**src/rtl/counter_sequencer.sv**
```systemverilog
// Programmable interval timer: a valid/ready start command loads a terminal count
// and mode, then an n-bit up-counter runs 0..P with pause, abort, tick and done.
module counter_sequencer #(
  parameter int n = 4
) (
  input  logic         clock,
  input  logic         clear,
  input  logic         cmd_valid,
  output logic         cmd_ready,
  input  logic [n-1:0] cmd_period,
  input  logic         cmd_periodic,
  input  logic         pause,
  input  logic         abort,
  output logic [n-1:0] q,
  output logic         tick,
  output logic         done,
  output logic         busy,
  output logic [1:0]   state
);

  typedef enum logic [1:0] {
    IDLE   = 2'd0,
    RUN    = 2'd1,
    PAUSED = 2'd2
  } state_t;

  state_t       cur_state;
  logic [n-1:0] period;
  logic         periodic;
  logic         at_terminal;
  logic         accept;

  // Handshake: a command transfers on any edge where cmd_valid & cmd_ready;
  // cmd_ready is high only in IDLE and does not depend on cmd_valid.
  assign cmd_ready   = (cur_state == IDLE);
  assign busy        = (cur_state != IDLE);
  assign accept      = cmd_valid & cmd_ready;
  assign state       = cur_state;

  // Terminal count only counts when nothing of higher priority claims the edge.
  assign at_terminal = (cur_state == RUN) && (q == period);
  assign tick        = at_terminal & ~pause & ~abort & ~clear;
  assign done        = tick & ~periodic;

  always_ff @(posedge clock) begin
    if (clear) begin
      cur_state <= IDLE;
      q         <= '0;
      period    <= '0;
      periodic  <= 1'b0;
    end else begin
      case (cur_state)
        IDLE: begin
          q <= '0;
          if (accept) begin
            period    <= cmd_period;
            periodic  <= cmd_periodic;
            cur_state <= RUN;
          end
        end
        RUN: begin
          if (abort) begin
            q         <= '0;
            cur_state <= IDLE;
          end else if (pause) begin
            cur_state <= PAUSED;
          end else if (q == period) begin
            // Reload before any increment, so an all-ones period never wraps.
            q <= '0;
            if (!periodic) cur_state <= IDLE;
          end else begin
            q <= q + 1'b1;
          end
        end
        PAUSED: begin
          if (abort) begin
            q         <= '0;
            cur_state <= IDLE;
          end else if (!pause) begin
            cur_state <= RUN;
          end
        end
        default: begin
          q         <= '0;
          cur_state <= IDLE;
        end
      endcase
    end
  end

endmodule

```
**config.mk**
```make
export PLATFORM = sky130hd
export DESIGN_NAME = counter_sequencer
export DESIGN_NICKNAME = d
export VERILOG_FILES = /design/src/rtl/counter_sequencer.sv
export SDC_FILE = /design/constraint.sdc
export NUM_CORES = 1
export LEC_CHECK = 0
export ABC_AREA = 1
export CORE_UTILIZATION = 35
export CTS_BUF_LIST = sky130_fd_sc_hd__clkbuf_4 sky130_fd_sc_hd__clkbuf_8
export DETAILED_ROUTE_END_ITERATION = 10
export SYNTH_ARGS = -nofsm -noshare
export SYNTH_HDL_FRONTEND = slang
export SYNTH_SLANG_ARGS = --single-unit
```
**constraint.sdc**
```tcl
create_clock -name clock -period 1.5 [get_ports clock]
set_input_delay 0.3 -clock clock [delete_from_list [all_inputs] [get_ports clock]]
set_output_delay 0.3 -clock clock [all_outputs]
set_load 0.005 [all_outputs]
```
==> results by group <==
Status
  – Outcome: finished with violations
  – Violations in the final reports: negative setup slack

Synth
  – Area contributors post-synth: dfxtp_1 (35%), nand2_1 (12%), inv_1 (9.0%), a21oi_1 (8.8%), o21ai_1 (4.8%)
  – Share of the synthesized area in the top cell type: 35.3%
  – Synthesized instance count: 94
  – Asr flop ratio synth: 0%
  – Syn Std Cell Area: 624 sq um
  – Count leader, synth: nand2_1
  – Syn nets: 105
  – Top FF cell, synth: dfxtp_1
  – Synth warn: 0
  – Post-synth EDFFs: 0
  – Seq/Total Area, Yosys: 35.3%
  – Post-Syn Area per Cell: 6.64 sq um
  – Synth unique cells: 21
  – Yosys top cell by area: dfxtp_1
  – Post-synth top cells: nand2_1 (20), inv_1 (15), a21oi_1 (11), dfxtp_1 (11), nor2_1 (7)
  – FF+latch count, synth: 11

Timing
  – TNS Setup: -305 ps
  – Final worst slack: -166 ps
  – Fmax: 0.600 GHz
  – Min cycle time layout: 1670 ps
  – Clock skew: 1.87 ps
  – Slew headroom: 80.3%
  – Endpoints failing setup: 2
  – Slew @ Worst Pin: 294 ps
  – Crit share post-route: 111%
  – Fin. max-slew vios: 0
  – RSZ-0062 raised after global routing: true
  – Hold Vio Cnt, Final: 0

Setup path
  – Data required time of the critical path: 1200 ps
  – CP arrival: 1370 ps
  – R2r setup slk: 60 ps
  – Worst setup startpoint: q[3]$_SDFFE_PP0P_
  – Crit path kind: reg -> out
  – Crit start category: flip-flop
  – RR Startpoint: q[3]$_SDFFE_PP0P_
  – Kind of end point of the critical path: primary output
  – Worst-path fanout max: 3

Layout
  – P&R area growth vs syn: 93.0%
  – Design Area, Final: 1200 sq um
  – Layout cells sized above 1: 54.9%
  – # diodes: 0
  – Filler instances: 123
  – Final #Nets: 165

Floorplan
  – Die span in x: 44.2 microns
  – I/O pin count: 20
  – Initial Util: 39.6%
  – Core Rows: 14
  – Die area: 1960 sq um
  – Die Ht: 44.2 microns
  – Core area: 1580 sq um

Worst hold path
  – Worst hold start: period[0]$_SDFFE_PP0P_
  – Hold crit path type: reg -> reg

Route
  – Total number of vias: 822
  – Wire length per cell: 12.1 microns
  – Vias/cell: 4.86
  – Top layer in use: met4
  – Met2 Wirelength: 1.10 mm
  – DR DRC count: 0
  – DRT antenna net count: 0
  – WL final: 2.05 mm
  – TritonRoute pass-1 iters: 6
  – M1 wire length: 865 microns
  – WL met3: 69 microns
  – DRT iter0 DRCs: 16

Global routing
  – Initial antenna violation count: 0
  – GR Util All Layers: 22.5%
  – GRT overflow: 0
  – First-pass GRT wire length: 3.26 mm
  – Largest net degree at the start of global routing: 10
  – Vias in the first global route: 810

Pwr
  – Total power draw: 0.00106 W
  – Maximum vdd ir drop: 0.791 mV
  – Leakage power: 0.588 nW
  – Power per standard cell area: 879 nW/um^2

Clock network
  – Worst-Skew Late Latency: 280 ps
  – Root Driver: clkbuf_4
  – Clk sink count: 11
  – Number of CTS-inserted buffers: 3
  – CTS tree: done
  – Clock tree buffer depth: 2
  – Clock Pin Slew Worst Setup and Hold Paths: 70 ps
  – H-tree Lvls: 1

Placement
  – Dpl ws: -585 ps
  – Post-DP Area: 1010 sq um
  – Routability-driven placement congestion ratio: 0.718
  – I/O Buffers: 19
  – DPL Wire Length: 1.32 mm

Flow run
  – Max cap viols: 0
[flip-flops by register name, summed over array words and instances (netlist names)]
register / count
q: 4
periodic: 1
period: 4
state: 2
[stage by stage]
stage	std cells	hold WS (ps)	util [%]
after CTS	169	542	73.2
final	169	551	76.4
after floorplan	94	369	-
after global routing	169	575	76.4
after global placement	153	462	64.4
after detailed placement	153	471	64.4
[worst max-delay path, cell delays in order, from the launching register on]
cell,delay [ps]
dfxtp_2,350
inv_2,40
nand2_1,40
nand2_1,60
nor2_2,160
nand2_2,100
buf_6,130
nor3_2,80
buf_2,130
[where the power goes]
part	switching, W	leakage (nW)	internal (W)	total (W)
clock network	0.000111	0.0184	0.000121	0.000233
registers	0.0000185	0.0937	0.000323	0.000341
logic	0.000223	0.476	0.000262	0.000485
total	0.000353	0.588	0.000706	0.00106
[routing by layer]
metal | vias to the layer above | GRT usage (%)
met2 | 16 | 42.9
met4 | 0 | 4.85
met1 | 382 | 24.4
met3 | 3 | 6.12
li1 | 421 | -
met5 | - | 0
[final cells by class]
class / instances / area, sq um / area share [%]
Tap cell: 16 / 20.0 / 1.66
Sequential cell: 11 / 231 / 19.2
Timing Repair Buffer: 55 / 457 / 37.9
Inverter: 19 / 71.3 / 5.92
Clock buffer: 4 / 30.0 / 2.49
Multi-Input combinational cell: 64 / 395 / 32.8
[path summary, 6_finish.rpt]
kind / cells past startpoint / to
max: 8 / tick
min reg2reg: 3 / period[0]$_SDFFE_PP0P_
max reg2reg: 10 / q[2]$_SDFFE_PP0P_
min: 3 / period[0]$_SDFFE_PP0P_
[repair_timing]
item                                    in CTS  in global routing
endpoints found under the setup margin       8                  6
setup buffers                               12                  2
pin swaps                                    5                 14
resized for setup                           33                 21
hold buffers                                 0                  0
[logic make-up after synthesis]
kind of cell | share of synthesized area, %
and+or+nand+nor | 32.9
AOI/OAI and AO/OA | 17.0
buffers and inverters | 11.4
DFF | 35.3
xor gates and xnor gates | 1.40
adders and majority gates | 2.00
[cell usage in the layout (no fill, tap or decap)]
master / instances
o21ai_0: 1
nand4_1: 1
a21oi_2: 3
clkdlybuf4s15_1: 1
nor2_4: 3
inv_1: 9
nand3_2: 1
nor2_2: 2
dfxtp_1: 2
buf_4: 32
nand3_1: 4
nand2_4: 2
o21ai_1: 6
a21oi_1: 8
nor2_1: 4
clkdlybuf4s50_1: 9
ha_1: 1
buf_2: 2
dlygate4sd2_1: 7
nand2_2: 8
nand2_1: 13
xor2_1: 1
inv_2: 10
o31ai_1: 1
clkbuf_4: 4
buf_6: 4
dfxtp_2: 9
nor3_2: 2
nor4_2: 1
o21ai_2: 1
nor3_1: 1
No activity file was read; power rests on OpenSTA's default activity.
